===== src/rtl/bp_sac_pkg.sv =====
// Shared SAC definitions: DMA reader state encoding plus the memory-message
// types, widths and address helper used on the socket's I/O port.
package bp_sac_pkg;

    localparam int unsigned bp_sac_dma_dword_bytes_gp   = 8;
    localparam int unsigned bp_sac_paddr_width_gp       = 40;
    localparam int unsigned bp_sac_dword_width_gp       = 64;
    localparam int unsigned bp_sac_mem_payload_width_gp = 16;

    typedef enum logic [1:0] {
        e_dma_idle  = 2'd0,
        e_dma_run   = 2'd1,
        e_dma_drain = 2'd2
    } bp_sac_dma_state_e;

    typedef enum logic [3:0] {
        e_cce_mem_rd    = 4'b0000,
        e_cce_mem_wr    = 4'b0001,
        e_cce_mem_uc_rd = 4'b0010,
        e_cce_mem_uc_wr = 4'b0011
    } bp_cce_mem_cmd_type_e;

    typedef enum logic [2:0] {
        e_mem_msg_size_1  = 3'b000,
        e_mem_msg_size_2  = 3'b001,
        e_mem_msg_size_4  = 3'b010,
        e_mem_msg_size_8  = 3'b011,
        e_mem_msg_size_16 = 3'b100,
        e_mem_msg_size_32 = 3'b101,
        e_mem_msg_size_64 = 3'b110
    } bp_mem_msg_size_e;

    typedef struct packed {
        logic [bp_sac_dword_width_gp-1:0]       data;
        logic [bp_sac_mem_payload_width_gp-1:0] payload;
        bp_mem_msg_size_e                       size;
        logic [bp_sac_paddr_width_gp-1:0]       addr;
        bp_cce_mem_cmd_type_e                   msg_type;
    } bp_cce_mem_msg_s;

    // Clear the byte-offset bits so the address lands on a dword boundary
    function automatic logic [bp_sac_paddr_width_gp-1:0] bp_sac_dword_align(
        input logic [bp_sac_paddr_width_gp-1:0] addr
    );
        return addr & ~bp_sac_paddr_width_gp'(bp_sac_dma_dword_bytes_gp - 1);
    endfunction

endpackage


===== src/rtl/bp_sac_dma_reader_fifo.sv =====
// Small 1-read/1-write FIFO for the DMA response buffer; same behaviour as
// bsg_fifo_1r1w_small (registered storage, head visible while count != 0).
module bp_sac_dma_reader_fifo #(
    parameter int unsigned els_p   = 8,
    parameter int unsigned width_p = 64
) (
    input  logic                       clk_i,
    input  logic                       reset_n_i,
    input  logic                       v_i,
    input  logic [width_p-1:0]         data_i,
    input  logic                       yumi_i,
    output logic                       v_o,
    output logic [width_p-1:0]         data_o,
    output logic [$clog2(els_p):0]     count_o
);

    localparam int unsigned ptr_width_lp = $clog2(els_p);
    localparam int unsigned cnt_width_lp = ptr_width_lp + 1;

    logic [width_p-1:0]      mem_q [els_p];
    logic [ptr_width_lp-1:0] rptr_q, rptr_d;
    logic [ptr_width_lp-1:0] wptr_q, wptr_d;
    logic [cnt_width_lp-1:0] count_q, count_d;

    always_comb begin
        rptr_d  = rptr_q;
        wptr_d  = wptr_q;
        count_d = count_q;
        if (v_i) begin
            wptr_d = wptr_q + ptr_width_lp'(1);
        end
        if (yumi_i) begin
            rptr_d = rptr_q + ptr_width_lp'(1);
        end
        case ({v_i, yumi_i})
            2'b10:   count_d = count_q + cnt_width_lp'(1);
            2'b01:   count_d = count_q - cnt_width_lp'(1);
            default: count_d = count_q;
        endcase
    end

    always_ff @(posedge clk_i) begin
        if (!reset_n_i) begin
            rptr_q  <= '0;
            wptr_q  <= '0;
            count_q <= '0;
        end else begin
            rptr_q  <= rptr_d;
            wptr_q  <= wptr_d;
            count_q <= count_d;
        end
    end

    // Storage needs no reset; it is only read where count_q says it is valid
    always_ff @(posedge clk_i) begin
        if (v_i) begin
            mem_q[wptr_q] <= data_i;
        end
    end

    assign v_o     = (count_q != '0);
    assign data_o  = mem_q[rptr_q];
    assign count_o = count_q;

    push_when_full: assert property (@(posedge clk_i) disable iff (!reset_n_i)
        v_i |-> (count_q != cnt_width_lp'(els_p)));
    pop_when_empty: assert property (@(posedge clk_i) disable iff (!reset_n_i)
        yumi_i |-> v_o);

endmodule


===== src/rtl/bp_sac_dma_reader.sv =====
// SAC streaming read engine: issues uncached 8-byte reads under a credit limit
// and streams the in-order responses out. Define BP_SAC_DMA_STATS_EN for stats.
module bp_sac_dma_reader
    import bp_sac_pkg::*;
#(
    parameter int unsigned fifo_els_p  = 8,
    parameter int unsigned len_width_p = 16
) (
    input  logic                             clk_i,
    input  logic                             reset_n_i,
    input  logic                             start_i,
    input  logic [bp_sac_paddr_width_gp-1:0] base_addr_i,
    input  logic [len_width_p-1:0]           len_i,
    output logic                             busy_o,
    output logic                             done_o,
    output bp_cce_mem_msg_s                  io_cmd_o,
    output logic                             io_cmd_v_o,
    input  logic                             io_cmd_yumi_i,
    input  bp_cce_mem_msg_s                  io_resp_i,
    input  logic                             io_resp_v_i,
    output logic                             io_resp_ready_o,
    output logic [bp_sac_dword_width_gp-1:0] data_o,
    output logic                             data_v_o,
    input  logic                             data_ready_i,
    output logic [31:0]                      stat_cycles_o,
    output logic [31:0]                      stat_stalls_o
);

    localparam int unsigned paddr_width_lp  = bp_sac_paddr_width_gp;
    localparam int unsigned dword_width_lp  = bp_sac_dword_width_gp;
    localparam int unsigned cnt_width_lp    = $clog2(fifo_els_p) + 1;
    localparam int unsigned credit_width_lp = cnt_width_lp + 1;

    bp_sac_dma_state_e          state_q, state_d;
    logic [paddr_width_lp-1:0]  addr_q, addr_d;
    logic [len_width_p-1:0]     remaining_q, remaining_d;
    logic [cnt_width_lp-1:0]    outstanding_q, outstanding_d;
    logic                       done_q, done_d;

    logic                       cmd_fire;
    logic                       resp_fire;
    logic                       fifo_push;
    logic                       fifo_pop;
    logic [cnt_width_lp-1:0]    fifo_count;
    logic                       credit_ok;
    logic                       unused_resp;

    // Outstanding reads plus buffered dwords never exceed the buffer depth
    assign credit_ok = (credit_width_lp'(outstanding_q) + credit_width_lp'(fifo_count))
                       < credit_width_lp'(fifo_els_p);

    assign busy_o          = (state_q != e_dma_idle);
    assign done_o          = done_q;
    assign io_cmd_v_o      = (state_q == e_dma_run) && credit_ok;
    // Also ready in IDLE so responses left over from an abandoned transfer drain away
    assign io_resp_ready_o = (outstanding_q != '0) || (state_q == e_dma_idle);

    assign cmd_fire  = io_cmd_v_o && io_cmd_yumi_i;
    assign resp_fire = io_resp_v_i && io_resp_ready_o;
    assign fifo_push = resp_fire && (outstanding_q != '0);
    assign fifo_pop  = data_v_o && data_ready_i;

    assign unused_resp = ^{io_resp_i.addr, io_resp_i.size, io_resp_i.payload};

    always_comb begin
        io_cmd_o          = '0;
        io_cmd_o.msg_type = e_cce_mem_uc_rd;
        io_cmd_o.addr     = addr_q;
        io_cmd_o.size     = e_mem_msg_size_8;
    end

    always_comb begin
        state_d       = state_q;
        addr_d        = addr_q;
        remaining_d   = remaining_q;
        outstanding_d = outstanding_q;
        done_d        = 1'b0;

        case ({cmd_fire, fifo_push})
            2'b10:   outstanding_d = outstanding_q + cnt_width_lp'(1);
            2'b01:   outstanding_d = outstanding_q - cnt_width_lp'(1);
            default: outstanding_d = outstanding_q;
        endcase

        case (state_q)
            e_dma_idle: begin
                if (start_i) begin
                    if (len_i == '0) begin
                        done_d = 1'b1;
                    end else begin
                        state_d     = e_dma_run;
                        addr_d      = bp_sac_dword_align(base_addr_i);
                        remaining_d = len_i;
                    end
                end
            end
            e_dma_run: begin
                if (cmd_fire) begin
                    addr_d      = addr_q + paddr_width_lp'(bp_sac_dma_dword_bytes_gp);
                    remaining_d = remaining_q - len_width_p'(1);
                    if (remaining_q == len_width_p'(1)) begin
                        state_d = e_dma_drain;
                    end
                end
            end
            e_dma_drain: begin
                if ((outstanding_q == '0) &&
                    ((fifo_count == '0) ||
                     ((fifo_count == cnt_width_lp'(1)) && fifo_pop))) begin
                    state_d = e_dma_idle;
                    done_d  = 1'b1;
                end
            end
            default: begin
                state_d = e_dma_idle;
            end
        endcase
    end

    always_ff @(posedge clk_i) begin
        if (!reset_n_i) begin
            state_q       <= e_dma_idle;
            addr_q        <= '0;
            remaining_q   <= '0;
            outstanding_q <= '0;
            done_q        <= 1'b0;
        end else begin
            state_q       <= state_d;
            addr_q        <= addr_d;
            remaining_q   <= remaining_d;
            outstanding_q <= outstanding_d;
            done_q        <= done_d;
        end
    end

    bp_sac_dma_reader_fifo #(
        .els_p   (fifo_els_p),
        .width_p (dword_width_lp)
    ) resp_fifo (
        .clk_i     (clk_i),
        .reset_n_i (reset_n_i),
        .v_i       (fifo_push),
        .data_i    (io_resp_i.data),
        .yumi_i    (fifo_pop),
        .v_o       (data_v_o),
        .data_o    (data_o),
        .count_o   (fifo_count)
    );

`ifdef BP_SAC_DMA_STATS_EN
    logic [31:0] stat_cycles_q, stat_cycles_d;
    logic [31:0] stat_stalls_q, stat_stalls_d;
    logic [32:0] stall_sum;
    logic        cmd_stall;
    logic        data_stall;

    assign cmd_stall  = (state_q == e_dma_run) && io_cmd_v_o && !io_cmd_yumi_i;
    assign data_stall = data_v_o && !data_ready_i;
    assign stall_sum  = 33'(stat_stalls_q) + 33'(cmd_stall) + 33'(data_stall);

    // Saturating counters, cleared when a new transfer begins
    always_comb begin
        stat_cycles_d = stat_cycles_q;
        stat_stalls_d = stall_sum[32] ? 32'hFFFF_FFFF : stall_sum[31:0];
        if (busy_o && (stat_cycles_q != 32'hFFFF_FFFF)) begin
            stat_cycles_d = stat_cycles_q + 32'd1;
        end
        if ((state_q == e_dma_idle) && (state_d == e_dma_run)) begin
            stat_cycles_d = '0;
            stat_stalls_d = '0;
        end
    end

    always_ff @(posedge clk_i) begin
        if (!reset_n_i) begin
            stat_cycles_q <= '0;
            stat_stalls_q <= '0;
        end else begin
            stat_cycles_q <= stat_cycles_d;
            stat_stalls_q <= stat_stalls_d;
        end
    end

    assign stat_cycles_o = stat_cycles_q;
    assign stat_stalls_o = stat_stalls_q;
`else
    assign stat_cycles_o = '0;
    assign stat_stalls_o = '0;
`endif

    yumi_without_valid: assert property (@(posedge clk_i) disable iff (!reset_n_i)
        io_cmd_yumi_i |-> io_cmd_v_o);
    resp_not_uc_rd: assert property (@(posedge clk_i) disable iff (!reset_n_i)
        fifo_push |-> (io_resp_i.msg_type == e_cce_mem_uc_rd));

endmodule


===== config.mk =====
export PLATFORM = sky130hd
export DESIGN_NAME = bp_sac_dma_reader
export DESIGN_NICKNAME = d
export VERILOG_FILES = /design/src/rtl/bp_sac_pkg.sv /design/src/rtl/bp_sac_dma_reader_fifo.sv /design/src/rtl/bp_sac_dma_reader.sv
export SDC_FILE = /design/constraint.sdc
export NUM_CORES = 1
export LEC_CHECK = 0
export BUFFER_PORTS_ARGS = -buffer_cell sky130_fd_sc_hd__buf_4
export CAP_MARGIN = 20
export CORE_UTILIZATION = 56
export CTS_CLUSTER_DIAMETER = 80
export DETAILED_ROUTE_END_ITERATION = 12
export GPL_ROUTABILITY_DRIVEN = 0
export PLACE_DENSITY = 0.79
export RECOVER_POWER = 25
export SYNTH_ARGS = -nofsm -noshare
export SYNTH_HDL_FRONTEND = slang
export SYNTH_HIERARCHICAL = 1
export SYNTH_SLANG_ARGS = --single-unit

===== constraint.sdc =====
create_clock -name clk_i -period 6.87 [get_ports clk_i]
set_clock_uncertainty 0.2 [all_clocks]
set_input_delay 0.3435 -clock clk_i [delete_from_list [all_inputs] [get_ports clk_i]]
set_output_delay 0.3435 -clock clk_i [all_outputs]
set_load 0.01 [all_outputs]

=== Word level (Yosys, flattened, before mapping) ===
Memories as Yosys holds them, arrays and structs flattened. A register that Yosys moved wholly into a read port is not among the register bits.
Index checks and enable logic that the tools add are counted.

* Output and inout port bits: 260
* RAM bits: 512
* Bits of input ports: 189
* Register bits after elaboration: 73
* Word-level logic and storage cells: 77
* Memories kept: 1

* Add/subtract/negate cells: 9
* Eq/ne operators: 13
* Reduce and logical (&&, ||, !) cells: 21
* $lt $le $gt $ge: 1
* Mux-type cells: 24

{| class="wikitable"
|+ Memory list
! name !! depth !! width !! rd ports !! clocked after memory_dff !! wr ports !! line !! source
|-
| resp_fifo.mem_q || 8 || 64 || 1 || 1 || 1 || bp_sac_dma_reader_fifo.sv:20 || <nowiki>logic [width_p-1:0] mem_q [els_p];</nowiki>
|}

{| class="wikitable"
|+ Operators by type and width
! kind !! count
|-
| $mux W40 || 3
|-
| $pmux W40 S2 || 1
|-
| $mux W16 || 3
|-
| $add A40 B4 Y40 const B || 1
|-
| $pmux W16 S2 || 1
|-
| $eq A16 B1 Y1 const B || 1
|-
| $logic_not A16 Y1 || 1
|-
| $pmux W4 S2 || 2
|-
| $sub A16 B1 Y16 const B || 1
|-
| $mux W2 || 5
|-
| $add A4 B1 Y4 const B || 2
|-
| $logic_not A4 Y1 || 2
|-
| $ne A2 B2 Y1 const B || 4
|-
| $reduce_bool A2 Y1 || 4
|-
| $reduce_bool A4 Y1 || 2
|-
| $sub A4 B1 Y4 const B || 2
|-
| $logic_and A1 B1 Y1 || 7
|-
| $add A3 B1 Y3 const B || 2
|-
| $eq A2 B1 Y1 const B || 3
|-
| $eq A2 B2 Y1 const B || 3
|-
| $mux W3 || 2
|-
| $pmux W2 S3 || 1
|-
| $add A4 B4 Y5 || 1
|-
| $lt A5 B4 Y1 const B || 1
|-
| other kinds (8) || 13
|}

=== Logic depth before layout (Yosys ltp) ===
* Word-level depth: 7
* Gate-level depth with buffers: 13
* Depth with buffers taken out: 12

=== By module ===
The synthesis kept the hierarchy.

{| class="wikitable"
|+ Modules (own cells, without submodules)
! module !! instances !! cells an instance !! area each (sq um) !! seq. area each (sq um)
|-
| bp_sac_dma_reader_fifo || 1 || 808 || 19849.0 || 15635.0
|-
| bp_sac_dma_reader || 1 || 700 || 5296.3 || 1201.2
|}

=== Worst setup path before layout ===
OpenSTA, ideal clock, no wires.

* Path type: flip-flop to flip-flop
* Start point: register outstanding_q[0]
* End point: memory resp_fifo.mem_q[0][0] (enable)
* Data arrival time: 5.304 ns
* Library setup time: 0.565 ns
* Stages on the path, launching flop included: 5
* Buffers on the path: 0
* Data required time: 6.105 ns
* Clock period less this slack: 6.069 ns
* Slack: 0.801 ns
* Cells stage by stage: dfxtp_1 -> nor4_1 -> nor2b_1 -> nand2b_1 -> nor3_1

* Word-level cells in the longest chain between the ends: 6

{| class="wikitable"
|+ Ends and longest elaborated chain
! item !! line !! source
|-
| start, declared || bp_sac_dma_reader.sv:37 || <nowiki>logic [cnt_width_lp-1:0] outstanding_q, outstanding_d;</nowiki>
|-
| start signal, assigned || bp_sac_dma_reader.sv:131 || <nowiki>outstanding_q <= outstanding_d;</nowiki>
|-
| $reduce_bool A4 Y1 (*) || bp_sac_dma_reader.sv:56, bp_sac_dma_reader.sv:60 ||
|-
| $logic_or A1 B1 Y1 || bp_sac_dma_reader.sv:56 || <nowiki>assign io_resp_ready_o = (outstanding_q != '0) || (state_q == e_dma_idle);</nowiki>
|-
| $logic_and A1 B1 Y1 || bp_sac_dma_reader.sv:59 || <nowiki>assign resp_fire = io_resp_v_i && io_resp_ready_o;</nowiki>
|-
| $logic_and A1 B1 Y1 (*) || bp_sac_dma_reader.sv:60 || <nowiki>assign fifo_push = resp_fire && (outstanding_q != '0);</nowiki>
|-
| net fifo_push || bp_sac_dma_reader.sv:42 || <nowiki>logic fifo_push;</nowiki>
|-
| $mux W1 (*) || bp_sac_dma_reader_fifo.sv:56 || <nowiki>if (v_i) begin</nowiki>
|-
| $mux W1 (implied by the code) (*) || bp_sac_dma_reader_fifo.sv:57 || <nowiki>mem_q[wptr_q] <= data_i;</nowiki>
|-
| end, declared || bp_sac_dma_reader_fifo.sv:20 ||
|}

The timed path passes the listed nets; every way through them passes the cells marked *.

==> flow_summary.json <==
{
  "cp-start-kind": "flip-flop",
  "cp.depth": 4,
  "rsz0062_at_grt": "false",
  "slew_headroom": 0.311,
  "avgRoutedWirePerCell_um": 22.7,
  "cts_tree": "done",
  "fin_hold_ws_ns": 0.0435,
  "crit_path_max_fanout": 68,
  "die_area_um2": 45800,
  "nNetsFinal": 2051,
  "synth_top_area_share": 0.611,
  "grt.total_usage": 0.245,
  "yosysTopAreaCell": "edfxtp_1",
  "numCtsBuffers": 57,
  "synth_edf_count": 512,
  "grt_pass1_wl_um": 86400,
  "fmaxAchievable_ghz": 0.252,
  "hold_class": "in -> reg",
  "reg2reg_slack_ns": 3.00,
  "synth_area_per_cell_um2": 16.7,
  "antenna_left": 0,
  "crit_slowest_cell": "dfxtp_4",
  "drv_cap": 0,
  "synth-seq-area-share": 0.670,
  "worstPathRequired_ns": 6.33,
  "cts_max_level": 2,
  "slew_violations": 0,
  "cts_resized": 0,
  "critPathKind": "reg -> out",
  "rr_worst_depth": 7,
  "r2r_start": "resp_fifo/count_o[1]",
  "grt_pass1_vias": 14816,
  "ys_warn_count": 6,
  "setup_ws_ns": 2.90,
  "period_needed_ns": 3.97,
  "grt_antenna_before_repair": 0,
  "synthTopCellsByArea": "edfxtp_1, mux4_2, dfxtp_1, buf_4, mux2_2",
  "cts_sinks": 585,
  "die_w_um": 214,
  "final_common_cell": "edfxtp_1",
  "place_ws_ns": 3.15,
  "grt_max_degree": 115,
  "n_fill_cell": 2919,
  "crit_path_frequent_cell": "buf_4",
  "vdd_drop_max_v": 0.000236,
  "ys_ff_latch": 585,
  "port_buffers": 228,
  "finalWirelength_um": 56500,
  "async_flop_share": 0,
  "cts_buffer_depth": 3,
  "worst-path-buf-inv": 2,
  "setup_violations": 0,
  "drtPass1Iterations": 5,
  "max_stage_delay_ns": 1.02,
  "drive_above_1_share": 0.276,
  "fin_total_pwr_mw": 9.30,
  "io_pins": 449,
  "clk_latency_ns": 0.60,
  "syn_area_um2": 25100,
  "endpoint": "data_o[59]",
  "hold_viol": 0,
  "vias_per_cell": 5.88,
  "final_cell_mix": "edfxtp_1, buf_4, conb_1, mux4_2, dlygate4sd3_1",
  "core.rowCount": 77,
  "arrival_ns": 3.42,
  "synth_cells": 1508,
  "drt_iter0_drc": 1345,
  "tns_ns": 0,
  "clk_pin_slew_ns": 0.06,
  "path_delay_family": "flip-flops",
  "grt.overflow.total": 0,
  "core_area_um2": 44200,
  "min_period_over_period": 0.577,
  "dp_hpwl_um": 30400,
  "power_density_nw_per_um2": 314,
  "status": "finished clean",
  "ys_types": 70,
  "critical_path.endpoint_type": "output port",
  "leakage_nw": 10.1,
  "vias": 14620,
  "start_util": 0.569,
  "drc": 0,
  "path_cells": "buf_4, mux4_2, mux2_2, buf_4",
  "fp.dieH_um": 214,
  "ys.flop_type": "edfxtp_1",
  "tightest_slew_ns": 1.03,
  "timing.rr.end": "addr_q[8]",
  "cts_root_buf": "clkbuf_16",
  "syn2layout_area_growth_pct": 18.0
}
[cells by family after synthesis]
group,synth area share
adders and majority gates,0.00776
DFF,0.670
other,0.000299
AOI/OAI and AO/OA,0.0549
muxes,0.146
buffers and inverters,0.0652
xor gates and xnor gates,0.00313
and+or+nand+nor,0.0530
[sequential cells by signal (all words and copies together) (netlist names), named ones only]
register / flops
state_q: 2
resp_fifo/count_o: 4
resp_fifo/wptr_q: 3
resp_fifo/rptr_q: 3
addr_q: 37
outstanding_q: 4
remaining_q: 16
resp_fifo/mem_q: 512
done_o: 1
[report_power, final]
| part | total (mW) | switching [mW] | leakage [nW] | internal, mW |
|---|---|---|---|---|
| combinational | 1.99 | 1.04 | 4.01 | 0.946 |
| clock | 3.02 | 1.29 | 0.865 | 1.73 |
| sequential | 4.30 | 0.171 | 5.21 | 4.12 |
[synthesized netlist by cell type (5+ instances only)]
library cell and instances:
dfxtp_1 73, o21a_1 5, nand2b_1 8, and3_1 9, buf_4 159, buf_1 16
xor2_1 5, nor4_1 9, mux4_2 128, mux2_2 65, o32ai_1 12, o21ai_0 11
nor3_1 39, o221a_2 16, or3_1 5, nand3_1 31, a211oi_1 12, ha_1 14
clkbuf_1 36, mux2i_1 6, nand2_1 54, and2_1 12, nor2_1 62, a21oi_1 42
buf_6 11, a41oi_1 7, inv_1 14, nor2b_1 6, o31ai_1 23, buf_2 14
edfxtp_1 512, a31oi_1 18, nand4_1 13
[per-stage QoR]
stage          utilization  instance area (um2)  std cells
2_1_floorplan            -                25700       1660
3_3_place_gp         0.607                26800       2265
3_5_place_dp         0.608                26900       2266
4_1_cts              0.674                29800       2483
5_1_grt              0.671                29700       2483
6_report             0.671                29700       2485
[worst min path at each step]
stage,from,endpoint,slack [ns],depth (start not counted)
after floorplan,remaining_q[12],remaining_q[12],0.24,2
after global placement,remaining_q[12],remaining_q[12],0.25,2
after detailed placement,remaining_q[12],remaining_q[12],0.25,2
after CTS,base_addr_i[13],addr_q[13],0.006,4
after global routing,base_addr_i[13],addr_q[13],0.05,4
final,reset_n_i,state_q[1],0.04,2
[layer usage]
layer	part of all wire	vias up	track usage
li1	-	6387	-
met1	0.38	7386	0.313
met2	0.52	720	0.425
met3	0.079	127	0.0492
met4	0.025	0	0.0727
met5	0	-	0
[layout make-up]
cell class              instances  area, um2  share of cell area
clock inverters                28        298              0.0100
repair buffers                364       2900              0.0978
clock buffers                  75       1500              0.0507
diodes                          2       5.00            0.000169
well taps                     592        741              0.0250
multi-input cells             824       7310               0.246
inverters                      15       56.3             0.00190
flip-flops and latches        585      16800               0.568
[timing repair]
| action | 4_1_cts | 5_1_grt |
|---|---|---|
| hold endpoints to repair | 561 | 0 |
| buffers inserted | 0 | 0 |
| hold buffers | 114 | 0 |
Power figures use the tool's default switching activity.
